File: src/rtl/self_output_pkg.sv
// Shared types and tiling constants for the self-output tile scheduler.
// Build option: SELF_OUT_WDOG_EN adds a per-wait watchdog in self_output_sched.
package self_output_pkg;

  localparam int unsigned TOKENS = 32;
  localparam int unsigned EMBED  = 768;
  localparam int unsigned TILE_T = 32;
  localparam int unsigned TILE_N = 64;
  localparam int unsigned TILE_K = 64;

  localparam int unsigned KT = EMBED / TILE_K;
  localparam int unsigned NT = EMBED / TILE_N;
  localparam int unsigned TT = TOKENS / TILE_T;

  typedef enum logic [3:0] {
    S_IDLE, S_RD_A, S_WT_A, S_RD_W, S_WT_W, S_MM, S_WT_MM,
    S_RD_R, S_WT_R, S_LN, S_WT_LN, S_WR, S_WT_WR, S_DONE, S_ERR
  } state_e;

  typedef enum logic [1:0] {
    KIND_ATTN   = 2'd0,
    KIND_WEIGHT = 2'd1,
    KIND_RESID  = 2'd2,
    KIND_OUT    = 2'd3
  } desc_kind_e;

  // Byte offset of a tile from its tensor base; all tensors are int8 row-major.
  function automatic logic [63:0] tile_offset(desc_kind_e kind, logic [15:0] t,
                                              logic [15:0] n, logic [15:0] k);
    logic [63:0] row_off;
    row_off = 64'(t) * 64'(TILE_T * EMBED);
    case (kind)
      KIND_ATTN:   tile_offset = row_off + 64'(k) * 64'(TILE_K);
      KIND_WEIGHT: tile_offset = 64'(k) * 64'(TILE_K * EMBED) + 64'(n) * 64'(TILE_N);
      default:     tile_offset = row_off;
    endcase
  endfunction

endpackage

File: src/rtl/self_output_addr_gen.sv
// Combinational descriptor field generation for one DMA transfer.
module self_output_addr_gen
  import self_output_pkg::*;
(
  input  desc_kind_e  kind_i,
  input  logic [15:0] t_i,
  input  logic [15:0] n_i,
  input  logic [15:0] k_i,
  input  logic [63:0] base_attn_i,
  input  logic [63:0] base_weight_i,
  input  logic [63:0] base_resid_i,
  input  logic [63:0] base_out_i,
  output logic [63:0] addr_o,
  output logic [15:0] rows_o,
  output logic [15:0] row_bytes_o,
  output logic [31:0] stride_o,
  output logic        write_o
);
  logic [63:0] base;

  always_comb begin
    base        = base_out_i;
    rows_o      = 16'(TILE_T);
    row_bytes_o = 16'(EMBED);
    write_o     = 1'b0;
    case (kind_i)
      KIND_ATTN: begin
        base        = base_attn_i;
        row_bytes_o = 16'(TILE_K);
      end
      KIND_WEIGHT: begin
        base        = base_weight_i;
        rows_o      = 16'(TILE_K);
        row_bytes_o = 16'(TILE_N);
      end
      KIND_RESID: base    = base_resid_i;
      default:    write_o = 1'b1;
    endcase
    addr_o = base + tile_offset(kind_i, t_i, n_i, k_i);
  end

  assign stride_o = 32'(EMBED);
endmodule

File: src/rtl/self_output_sched.sv
// Tile scheduler for LayerNorm(attn_out x W_so + bias + residual).
// Build option: SELF_OUT_WDOG_EN adds a WDOG_CYCLES per-wait watchdog.
module self_output_sched
  import self_output_pkg::*;
#(
  parameter int unsigned WDOG_CYCLES = 1000000
)
(
  input  logic        clk,
  input  logic        rst,
  input  logic        start,
  input  logic [63:0] addr_attn_output,
  input  logic [63:0] addr_weight,
  input  logic [63:0] addr_residual,
  input  logic [63:0] addr_output,
  input  logic [31:0] requant_m_mm,
  input  logic [7:0]  requant_e_mm,
  input  logic [31:0] requant_m_ln,
  input  logic [7:0]  requant_e_ln,
  output logic        done,
  output logic        error,
  output logic        busy,
  output logic        desc_valid,
  input  logic        desc_ready,
  output logic        desc_write,
  output logic [1:0]  desc_kind,
  output logic [63:0] desc_addr,
  output logic [15:0] desc_rows,
  output logic [15:0] desc_row_bytes,
  output logic [31:0] desc_stride,
  input  logic        dma_done,
  input  logic        dma_err,
  output logic        mm_start,
  output logic        mm_first,
  output logic        mm_last,
  output logic [15:0] mm_col,
  input  logic        mm_done,
  output logic        ln_start,
  input  logic        ln_done,
  output logic [31:0] cfg_m_mm,
  output logic [7:0]  cfg_e_mm,
  output logic [31:0] cfg_m_ln,
  output logic [7:0]  cfg_e_ln
);
  localparam logic [15:0] K_LAST = 16'(KT - 1);
  localparam logic [15:0] N_LAST = 16'(NT - 1);
  localparam logic [15:0] T_LAST = 16'(TT - 1);

  state_e      state_q;
  logic [15:0] t_q, n_q, k_q;
  logic [63:0] base_attn_q, base_weight_q, base_resid_q, base_out_q;
  logic        done_q, error_q, busy_q;
  logic [31:0] cfg_m_mm_q, cfg_m_ln_q;
  logic [7:0]  cfg_e_mm_q, cfg_e_ln_q;
  logic        desc_valid_q, desc_write_q;
  desc_kind_e  desc_kind_q, cur_kind;
  logic [63:0] desc_addr_q, ag_addr;
  logic [15:0] desc_rows_q, desc_bytes_q, ag_rows, ag_bytes;
  logic [31:0] desc_stride_q, ag_stride;
  logic        ag_write;
  logic        mm_start_q, mm_first_q, mm_last_q, ln_start_q;
  logic [15:0] mm_col_q;
  logic        accept;
`ifdef SELF_OUT_WDOG_EN
  logic [31:0] wdog_q;
  logic        in_wait;
  assign in_wait = state_q inside {S_WT_A, S_WT_W, S_WT_MM, S_WT_R, S_WT_LN, S_WT_WR};
`endif

  assign accept = start && (state_q inside {S_IDLE, S_DONE, S_ERR});

  always_comb begin
    cur_kind = KIND_OUT;
    case (state_q)
      S_RD_A:  cur_kind = KIND_ATTN;
      S_RD_W:  cur_kind = KIND_WEIGHT;
      S_RD_R:  cur_kind = KIND_RESID;
      default: ;
    endcase
  end

  self_output_addr_gen u_addr_gen (
    .kind_i        (cur_kind),
    .t_i           (t_q),
    .n_i           (n_q),
    .k_i           (k_q),
    .base_attn_i   (base_attn_q),
    .base_weight_i (base_weight_q),
    .base_resid_i  (base_resid_q),
    .base_out_i    (base_out_q),
    .addr_o        (ag_addr),
    .rows_o        (ag_rows),
    .row_bytes_o   (ag_bytes),
    .stride_o      (ag_stride),
    .write_o       (ag_write)
  );

  always_ff @(posedge clk) begin
    if (rst) begin
      state_q       <= S_IDLE;
      {t_q, n_q, k_q} <= '0;
      {base_attn_q, base_weight_q, base_resid_q, base_out_q} <= '0;
      {done_q, error_q, busy_q} <= '0;
      {cfg_m_mm_q, cfg_e_mm_q, cfg_m_ln_q, cfg_e_ln_q} <= '0;
      desc_valid_q  <= 1'b0;
      desc_write_q  <= 1'b0;
      desc_kind_q   <= KIND_ATTN;
      desc_addr_q   <= '0;
      desc_rows_q   <= '0;
      desc_bytes_q  <= '0;
      desc_stride_q <= '0;
      {mm_start_q, mm_first_q, mm_last_q, ln_start_q} <= '0;
      mm_col_q      <= '0;
`ifdef SELF_OUT_WDOG_EN
      wdog_q        <= '0;
`endif
    end else begin
      mm_start_q <= 1'b0;
      ln_start_q <= 1'b0;
`ifdef SELF_OUT_WDOG_EN
      // Waits always exit to a non-wait state, so clearing outside waits covers every state change.
      wdog_q <= in_wait ? wdog_q + 32'd1 : '0;
`endif
      if (accept) begin
        base_attn_q   <= addr_attn_output;
        base_weight_q <= addr_weight;
        base_resid_q  <= addr_residual;
        base_out_q    <= addr_output;
        cfg_m_mm_q    <= requant_m_mm;
        cfg_e_mm_q    <= requant_e_mm;
        cfg_m_ln_q    <= requant_m_ln;
        cfg_e_ln_q    <= requant_e_ln;
        {done_q, error_q, busy_q} <= 3'b001;
        {t_q, n_q, k_q} <= '0;
        desc_valid_q  <= 1'b0;
        state_q       <= S_RD_A;
      end else if (busy_q && (dma_err
`ifdef SELF_OUT_WDOG_EN
                              || (in_wait && wdog_q >= 32'(WDOG_CYCLES))
`endif
                             )) begin
        state_q      <= S_ERR;
        error_q      <= 1'b1;
        busy_q       <= 1'b0;
        desc_valid_q <= 1'b0;
      end else begin
        case (state_q)
          S_RD_A, S_RD_W, S_RD_R, S_WR: begin
            if (!desc_valid_q) begin
              desc_valid_q  <= 1'b1;
              desc_kind_q   <= cur_kind;
              desc_write_q  <= ag_write;
              desc_addr_q   <= ag_addr;
              desc_rows_q   <= ag_rows;
              desc_bytes_q  <= ag_bytes;
              desc_stride_q <= ag_stride;
            end else if (desc_ready) begin
              desc_valid_q <= 1'b0;
              case (state_q)
                S_RD_A:  state_q <= S_WT_A;
                S_RD_W:  state_q <= S_WT_W;
                S_RD_R:  state_q <= S_WT_R;
                default: state_q <= S_WT_WR;
              endcase
            end
          end
          S_WT_A: if (dma_done) state_q <= S_RD_W;
          S_WT_W: if (dma_done) state_q <= S_MM;
          S_MM: begin
            mm_start_q <= 1'b1;
            mm_first_q <= (k_q == '0);
            mm_last_q  <= (k_q == K_LAST);
            mm_col_q   <= n_q;
            state_q    <= S_WT_MM;
          end
          S_WT_MM: if (mm_done) begin
            if (k_q != K_LAST) begin
              k_q     <= k_q + 16'd1;
              state_q <= S_RD_A;
            end else begin
              k_q <= '0;
              if (n_q != N_LAST) begin
                n_q     <= n_q + 16'd1;
                state_q <= S_RD_A;
              end else begin
                n_q     <= '0;
                state_q <= S_RD_R;
              end
            end
          end
          S_WT_R: if (dma_done) state_q <= S_LN;
          S_LN: begin
            ln_start_q <= 1'b1;
            state_q    <= S_WT_LN;
          end
          S_WT_LN: if (ln_done) state_q <= S_WR;
          S_WT_WR: if (dma_done) begin
            if (t_q != T_LAST) begin
              t_q     <= t_q + 16'd1;
              state_q <= S_RD_A;
            end else begin
              done_q  <= 1'b1;
              busy_q  <= 1'b0;
              state_q <= S_DONE;
            end
          end
          default: ;
        endcase
      end
    end
  end

  assign done     = done_q;
  assign error    = error_q;
  assign busy     = busy_q;
  assign cfg_m_mm = cfg_m_mm_q;
  assign cfg_e_mm = cfg_e_mm_q;
  assign cfg_m_ln = cfg_m_ln_q;
  assign cfg_e_ln = cfg_e_ln_q;

  assign desc_valid     = desc_valid_q;
  assign desc_write     = desc_write_q;
  assign desc_kind      = desc_kind_q;
  assign desc_addr      = desc_addr_q;
  assign desc_rows      = desc_rows_q;
  assign desc_row_bytes = desc_bytes_q;
  assign desc_stride    = desc_stride_q;
  assign mm_start       = mm_start_q;
  assign mm_first       = mm_first_q;
  assign mm_last        = mm_last_q;
  assign mm_col         = mm_col_q;
  assign ln_start       = ln_start_q;
endmodule
File: config.mk
export PLATFORM = sky130hd
export DESIGN_NAME = self_output_sched
export DESIGN_NICKNAME = d
export VERILOG_FILES = /design/src/rtl/self_output_pkg.sv /design/src/rtl/self_output_addr_gen.sv /design/src/rtl/self_output_sched.sv
export SDC_FILE = /design/constraint.sdc
export NUM_CORES = 1
export LEC_CHECK = 0
export CORE_MARGIN = 3
export CORE_UTILIZATION = 50
export CTS_CLUSTER_DIAMETER = 40
export DETAILED_ROUTE_END_ITERATION = 7
export PLACE_DENSITY_LB_ADDON = 0.15
export SYNTH_ARGS = -nofsm -noshare
export SYNTH_HDL_FRONTEND = slang
export SYNTH_SLANG_ARGS = --single-unit
File: constraint.sdc
create_clock -name clk -period 7.9 [get_ports clk]
set_input_delay 1.975 -clock clk [delete_from_list [all_inputs] [get_ports clk]]
set_output_delay 1.975 -clock clk [all_outputs]
set_load 0.03 [all_outputs]
==> results of run 1 <==
==> worst max-delay path, cell delays in order, from the launching register on <==
cell,delay [ps]
dfxtp_1,380
ha_1,300
fa_1,430
a211oi_1,500
o21ai_0,210
xor2_1,280
ha_1,230
a21o_1,130
a41oi_1,60
nor3_1,330
nand4_1,160
or2_2,310
a21oi_1,230
o221ai_1,150
ha_1,420
nand2_1,90
or2_2,340
nor2_1,150
o21ai_0,200
a211o_1,510
or3_1,400
and3_1,200
nor4_1,230
==> metal layers <==
layer | up-vias | share of wire | GRT usage
met5 | - | 0.0013 | 0
met4 | 18 | 0.035 | 0.132
met3 | 200 | 0.083 | 0.0820
met2 | 1046 | 0.47 | 0.547
met1 | 12100 | 0.41 | 0.419
li1 | 12100 | - | -
==> through the flow <==
step / cell area (µm²) / hold slack, ps / total power [mW]
after floorplan: 25300 / 432 / 6.34
after global placement: 30400 / 438 / 7.84
after detailed placement: 30400 / 443 / 7.93
after CTS: 33200 / 450 / 11.5
after global routing: 33200 / 458 / 12.1
final: 33200 / 449 / 11.5
==> power by group <==
part / internal (mW) / switching [mW]
logic: 1.61 / 2.96
clock network: 2.25 / 1.32
registers: 2.97 / 0.435
total: 6.83 / 4.71
==> area by class of cell <==
type / instances / area, µm² / area share
Antenna cell: 17 / 42.5 / 0.00128
Clock inverter: 51 / 619 / 0.0186
Multi-Input combinational cell: 2524 / 14200 / 0.426
Tap cell: 664 / 831 / 0.0250
Sequential cell: 484 / 9700 / 0.292
Inverter: 66 / 248 / 0.00746
Clock buffer: 94 / 2160 / 0.0652
Timing Repair Buffer: 546 / 5460 / 0.164
==> final timing paths <==
check,from,depth (start not counted),slack (ps),to
max,t_q[0]$_SDFFE_PP0P_,22,1550,desc_addr[55]$_SDFFE_PP0P_
min,desc_addr[15]$_SDFFE_PP0P_,2,450,desc_addr[15]$_SDFFE_PP0P_
max reg2reg,t_q[0]$_SDFFE_PP0P_,22,1550,desc_addr[55]$_SDFFE_PP0P_
min reg2reg,desc_addr[15]$_SDFFE_PP0P_,2,450,desc_addr[15]$_SDFFE_PP0P_
==> logic make-up after synthesis <==
family / Yosys count
flip-flops: 484
multiplexers: 64
AO/OA/AOI/OAI: 902
buffers and inverters: 341
other: 1
AND/OR/NAND/NOR: 1283
adder cells (fa/ha/maj): 104
XOR/XNOR: 114
==> state kept, by name, indices dropped and copies added (netlist names), 2 cells and up <==
name / count
base_attn_q: 64
base_out_q: 64
base_resid_q: 64
base_weight_q: 64
cfg_e_ln: 8
cfg_e_mm: 8
cfg_m_ln: 32
cfg_m_mm: 32
desc_addr: 64
desc_kind: 2
desc_row_bytes: 2
desc_rows: 2
k_q: 16
mm_col: 16
n_q: 16
state_q: 4
t_q: 16
==> synth_stat cells, types with 11 or more instances <==
cell type | count | area share
a211oi_1 | 42 | 0.013
a21o_1 | 47 | 0.014
a21oi_1 | 495 | 0.099
and2_1 | 14 | 0.0035
and3_1 | 20 | 0.0050
buf_1 | 27 | 0.0040
buf_2 | 12 | 0.0024
buf_4 | 63 | 0.019
clkbuf_1 | 173 | 0.026
dfxtp_1 | 484 | 0.39
ha_1 | 99 | 0.049
inv_1 | 66 | 0.0099
mux2_2 | 48 | 0.022
mux2i_1 | 15 | 0.0060
nand2_1 | 834 | 0.12
nand2b_1 | 11 | 0.0027
nand3_1 | 51 | 0.010
nand3b_1 | 14 | 0.0042
nand4_1 | 17 | 0.0042
nor2_1 | 191 | 0.029
nor3_1 | 47 | 0.0094
nor4_1 | 13 | 0.0032
o211ai_1 | 13 | 0.0039
o21a_1 | 18 | 0.0054
o21ai_0 | 64 | 0.013
o22ai_1 | 101 | 0.025
or3_1 | 21 | 0.0052
xnor2_1 | 81 | 0.028
xor2_1 | 33 | 0.011
==> cell usage in the layout, fill, tap and decap left out, types with 10 or more instances in the layout <==
master,Yosys,layout
nor2_1,191,191
inv_1,66,66
o22ai_1,101,101
diode_2,0,17
clkdlybuf4s50_1,0,520
and3_1,20,20
buf_4,63,21
mux2i_1,15,15
a21oi_1,495,495
nand3_1,51,51
nand3b_1,14,14
nand2_1,834,834
conb_1,1,57
and2_1,14,14
o21ai_0,64,64
xor2_1,33,33
o21a_1,18,17
xnor2_1,81,81
clkbuf_16,0,80
clkinv_4,0,11
inv_6,0,10
mux2_2,48,48
or3_1,21,20
a211oi_1,42,42
dfxtp_1,484,482
nand2b_1,11,11
clkinv_2,0,11
nand4_1,17,17
a21o_1,47,47
ha_1,99,99
clkbuf_8,0,11
nor3_1,47,46
o211ai_1,13,13
nor4_1,13,12
==> metrics.md, run 1 <==
| Metric | Value |
|---|---|
| CTS clk-pin slew, worst paths | `60 ps` |
| Maximum VDD drop | `328 µV` |
| Total Wirelength | `92700 µm` |
| Period utilization | `0.804` |
| Synth Warn # | `0` |
| DR vias/cell | `5.74` |
| Synth Register Bits | `484` |
| Max Cap Viol | `0` |
| Worst rel slew slack | `0.231` |
| RSZ-0062 raised after global routing | `false` |
| I/O Pins | `579` |
| Fin crit period | `6350 ps` |
| ANT nets after route | `0` |
| Setup CP Type | `reg -> reg` |
| Drt wl/cell | `20.9 µm` |
| Initial antenna violation count | `25` |
| Synth async-reset ratio | `0` |
| Hold buffers post-CTS | `0` |
| PortBufs | `521` |
| TNS Setup | `0 ps` |
| Post-Synth Adder-Cell Area | `0.0533` |
| Fin util | `0.675` |
| Starting density of the core | `0.510` |
| Critical path capture point type | `flop` |
| Cell Area, Synth | `25100 µm²` |
| P_leak | `12.7 nW` |
| DR vias | `25500` |
| Largest net degree at the start of global routing | `222` |
| Compound-gate portion of the synthesized area | `0.214` |
| FP Rows | `81` |
| Vias in the first global route | `24100` |
| Core Box Area | `49300 µm²` |
| Pins Over Slew Limit | `0` |
| TritonCTS Sinks | `484` |
| Area Growth Syn to Fin | `32.2%` |
| Worst Setup Slack, final | `1550 ps` |
| Setup Viol. Count Final | `0` |
| Status | `complete, no violations` |
| CP Launch Type | `flop` |
| Crit path DAT | `6860 ps` |
| CP required | `8410 ps` |
| Pwr dens | `347 nW/µm²` |
| Final #Nets | `4149` |
| Crit-path max FO | `13` |
| Simple-gate share of the synthesized area | `0.218` |
| Final cell count without fillers | `4446` |
| First-pass GRT wire length | `140000 µm` |
| Multiplexer area fraction after synthesis | `0.0279` |
| Post-route DRC | `0` |
| Initial drt markers | `2079` |
| Post-CTS setup buffer count | `0` |
| RePlAce Congestion | `0.964` |
| Worst-margin pin slew | `1150 ps` |
| Gr ovfl total | `0` |
| Worst slack, placed | `1670 ps` |
| Layout cells sized above 1 | `0.0653` |
| Fmax | `157 MHz` |
| Cells after synthesis | `3293` |
| TritonCTS buffer count | `79` |
| Clk buf depth | `3` |
| TritonCTS clock tree | `done` |
| Full die area | `53000 µm²` |
| Main flop type after synthesis | `dfxtp_1` |
| Clock Skews | `27.2 ps` |
| Number of gates resized after CTS | `0` |
| Die H | `230 µm` |
| Root buffer cell | `clkbuf_16` |
| Final Hold Fails | `0` |
| Xor-xnor portion of the synthesized cell area | `0.0397` |
| Register area share after synthesis | `0.386` |
| HP Class | `reg -> reg` |
| Yosys cell types | `82` |
| # H-tree levels | `3` |
| Cell Count Post-Placement | `4284` |
| # fillers | `4068` |
| HPWL after DPL | `66900 µm` |
| Post-synth EDFFs | `0` |
| Largest family of logic cells by synthesized area | `simple AND/OR/NAND/NOR gates` |
| Clk_lat worst skew | `610 ps` |
| Pre-Repair DR Iteration Count | `5` |
| Die Wd | `230 µm` |
| GRT Total Usage | `0.333` |
| Mapped Avg Cell Area | `7.63 µm²` |
No activity file was read; power rests on OpenSTA's default activity.
==> inputs of run 2 (changes only) <==
==> constraint.sdc (replaced) <==
create_clock -name clk -period 6.62 [get_ports clk]
set_input_delay 1.655 -clock clk [delete_from_list [all_inputs] [get_ports clk]]
set_output_delay 1.655 -clock clk [all_outputs]
set_load 0.03 [all_outputs]
==> metrics.md, run 2 (synthesis results as in run 1) <==
| Metric | Value |
|---|---|
| Crit-path max FO | `13 (unchanged)` |
| TritonCTS buffer count | `74 (was 79)` |
| Area Growth Syn to Fin | `31.8% (was 32.2%)` |
| Gr ovfl total | `0 (unchanged)` |
| HPWL after DPL | `68200 µm (was 66900 µm)` |
| TritonCTS Sinks | `484 (unchanged)` |
| FP Rows | `81 (unchanged)` |
| Setup CP Type | `reg -> reg (unchanged)` |
| Largest net degree at the start of global routing | `192 (was 222)` |
| First-pass GRT wire length | `142000 µm (was 140000 µm)` |
| Max Cap Viol | `0 (unchanged)` |
| HP Class | `reg -> reg (unchanged)` |
| Fin util | `0.673 (was 0.675)` |
| Root buffer cell | `clkbuf_16 (unchanged)` |
| Vias in the first global route | `24400 (was 24100)` |
| Critical path capture point type | `flop (unchanged)` |
| Total Wirelength | `93700 µm (was 92700 µm)` |
| Drt wl/cell | `21.0 µm (was 20.9 µm)` |
| Most frequent cells in the layout | `834 x nand2_1, 520 x clkdlybuf4s50_1, 495 x a21oi_1 (unchanged)` |
| Total power | `13.6 mW (was 11.5 mW)` |
| Initial antenna violation count | `26 (was 25)` |
| Hold buffers post-CTS | `0 (unchanged)` |
| Dpl cell area | `30500 µm² (was 30400 µm²)` |
| R2r startpoint | `k_q[0]$_SDFFE_PP0P_ (was t_q[0]$_SDFFE_PP0P_)` |
| Starting density of the core | `0.510 (unchanged)` |
| Crit-path max cell delay | `490 ps (was 510 ps)` |
| DR vias | `25800 (was 25500)` |
| Status | `complete, no violations (unchanged)` |
| Clk buf depth | `3 (unchanged)` |
| Reg2reg end | `desc_addr[55]$_SDFFE_PP0P_ (unchanged)` |
| # H-tree levels | `3 (unchanged)` |
| Core Box Area | `49300 µm² (unchanged)` |
| Setup Viol. Count Final | `0 (unchanged)` |
| Final cell count without fillers | `4452 (was 4446)` |
| R2r worst-path depth | `20 (was 22)` |
| Grt met2 use | `0.560 (was 0.547)` |
| TNS Setup | `0 ps (unchanged)` |
| Pre-Repair DR Iteration Count | `6 (was 5)` |
| Die H | `230 µm (unchanged)` |
| RePlAce Congestion | `0.989 (was 0.964)` |
| Clock Skews | `20.6 ps (was 27.2 ps)` |
| Pins Over Slew Limit | `0 (unchanged)` |
| Fmax | `161 MHz (was 157 MHz)` |
| Cell family with most CP delay | `compound AO/OA/AOI/OAI gates (was simple AND/OR/NAND/NOR gates)` |
| CP required | `7140 ps (was 8410 ps)` |
| I/O Pins | `579 (unchanged)` |
| Layout cells sized above 1 | `0.0656 (was 0.0653)` |
| Crit path buffers/inverters | `1 (was 0)` |
| Maximum VDD drop | `312 µV (was 328 µV)` |
| Post-route cell area | `33100 µm² (was 33200 µm²)` |
| R2R setup slack | `420 ps (was 1550 ps)` |
| Full die area | `53000 µm² (unchanged)` |
| Worst rel slew slack | `0.221 (was 0.231)` |
| Die Wd | `230 µm (unchanged)` |
| Worst-margin pin slew | `1170 ps (was 1150 ps)` |
| Period utilization | `0.936 (was 0.804)` |
| Post-route DRC | `0 (unchanged)` |
| Crit-path cells | `ha_1 > inv_1 > fa_1 > nand2b_1 > a21oi_1 > o211ai_1 > and2_1 > a211o_1 > a21oi_1 > nand4_1 > xor2_1 > o221ai_1 > ha_1 > nand4_1 > o21ai_0 > nor3_1 > a211o_1 > or3_1 > and3_1 > nor4_1 (was ha_1 > fa_1 > a211oi_1 > o21ai_0 > xor2_1 > ha_1 > a21o_1 > a41oi_1 > nor3_1 > nand4_1 > or2_2 > a21oi_1 > o221ai_1 > ha_1 > nand2_1 > or2_2 > nor2_1 > o21ai_0 > a211o_1 > or3_1 > and3_1 > nor4_1)` |
| CTS clk-pin slew, worst paths | `50 ps (was 60 ps)` |
| TritonCTS clock tree | `done (unchanged)` |
| Critical-path top delay cell | `a21oi_1 (was a211o_1)` |
| Worst Setup Slack, final | `421 ps (was 1550 ps)` |
| CP Launch Type | `flop (unchanged)` |
| DR vias/cell | `5.79 (was 5.74)` |
| Fin crit period | `6200 ps (was 6350 ps)` |
| Clk_lat worst skew | `620 ps (was 610 ps)` |
| Initial drt markers | `2497 (was 2079)` |
| GRT Total Usage | `0.337 (was 0.333)` |
| RSZ-0062 raised after global routing | `false (unchanged)` |
| Post-CTS setup buffer count | `0 (unchanged)` |
| Worst slack, placed | `488 ps (was 1670 ps)` |
| P_leak | `12.6 nW (was 12.7 nW)` |
| Final #Nets | `4155 (was 4149)` |
| Final Hold Fails | `0 (unchanged)` |
| Number of gates resized after CTS | `0 (unchanged)` |
| Cell Count Post-Placement | `4295 (was 4284)` |
| ANT nets after route | `0 (unchanged)` |
| Hold path endpoint | `base_resid_q[47]$_SDFFE_PP0P_ (was desc_addr[15]$_SDFFE_PP0P_)` |
| Met1 Track Usage GR | `0.423 (was 0.419)` |
| Crit path DAT | `6720 ps (was 6860 ps)` |
| PortBufs | `521 (unchanged)` |
| Hold path cells | `2 (unchanged)` |
| Commonest non-fill, non-tap cell in the layout | `nand2_1 (unchanged)` |
| Met3 Use GR | `0.0780 (was 0.0820)` |
| Most used routing layer in global routing | `met2 (unchanged)` |
| Worst Hold Launch | `base_resid_q[47]$_SDFFE_PP0P_ (was desc_addr[15]$_SDFFE_PP0P_)` |
| Fin Hold WS | `451 ps (was 449 ps)` |
| Pwr dens | `411 nW/µm² (was 347 nW/µm²)` |
[run 2: area by class of cell]
| cell class | instances | area [µm²] |
|---|---|---|
| fillers | 4207 | 16100 |
| multi-input cells | 2524 | 14200 |
| flip-flops and latches | 484 | 9700 |
| repair buffers | 557 | 5540 |
| clock buffers | 88 | 1980 |
| well taps | 664 | 831 |
| clock inverters | 48 | 588 |
| inverters | 66 | 248 |
| diodes | 21 | 52.6 |
[run 2: how the worst max path moves through the flow]
| stage | slack (ps) | from | to | depth (start not counted) |
|---|---|---|---|---|
| final | 420 | k_q[0]$_SDFFE_PP0P_ | desc_addr[55]$_SDFFE_PP0P_ | 20 |
| after global routing | 10 | t_q[0]$_SDFFE_PP0P_ | desc_addr[54]$_SDFFE_PP0P_ | 24 |
| after CTS | 460 | t_q[0]$_SDFFE_PP0P_ | desc_addr[55]$_SDFFE_PP0P_ | 22 |
| after detailed placement | 490 | t_q[0]$_SDFFE_PP0P_ | desc_addr[55]$_SDFFE_PP0P_ | 22 |
| after global placement | 680 | k_q[0]$_SDFFE_PP0P_ | desc_addr[55]$_SDFFE_PP0P_ | 24 |
| after floorplan | 1120 | t_q[0]$_SDFFE_PP0P_ | desc_addr[62]$_SDFFE_PP0P_ | 24 |
[run 2: power by group]
part	internal (mW)	total [mW]	switching [mW]
Clock	2.41	3.99	1.58
Combinational	1.95	5.64	3.69
Sequential	3.54	3.97	0.430
[run 2: worst reg2reg max path: cells and delay by family (launching register included)]
kind | cells | cell delay [ps]
xor+xnor | 1 | 290
flops | 1 | 450
buf+inv | 1 | 80
simple gates | 8 | 1680
fa+ha+maj | 3 | 1140
compound gates | 7 | 2480
[run 2: per-layer routing]
metal / wire length, µm / share of wire
met4: 3300 / 0.035
met2: 44600 / 0.48
met5: 95 / 0.0010
met1: 37300 / 0.40
met3: 8330 / 0.089
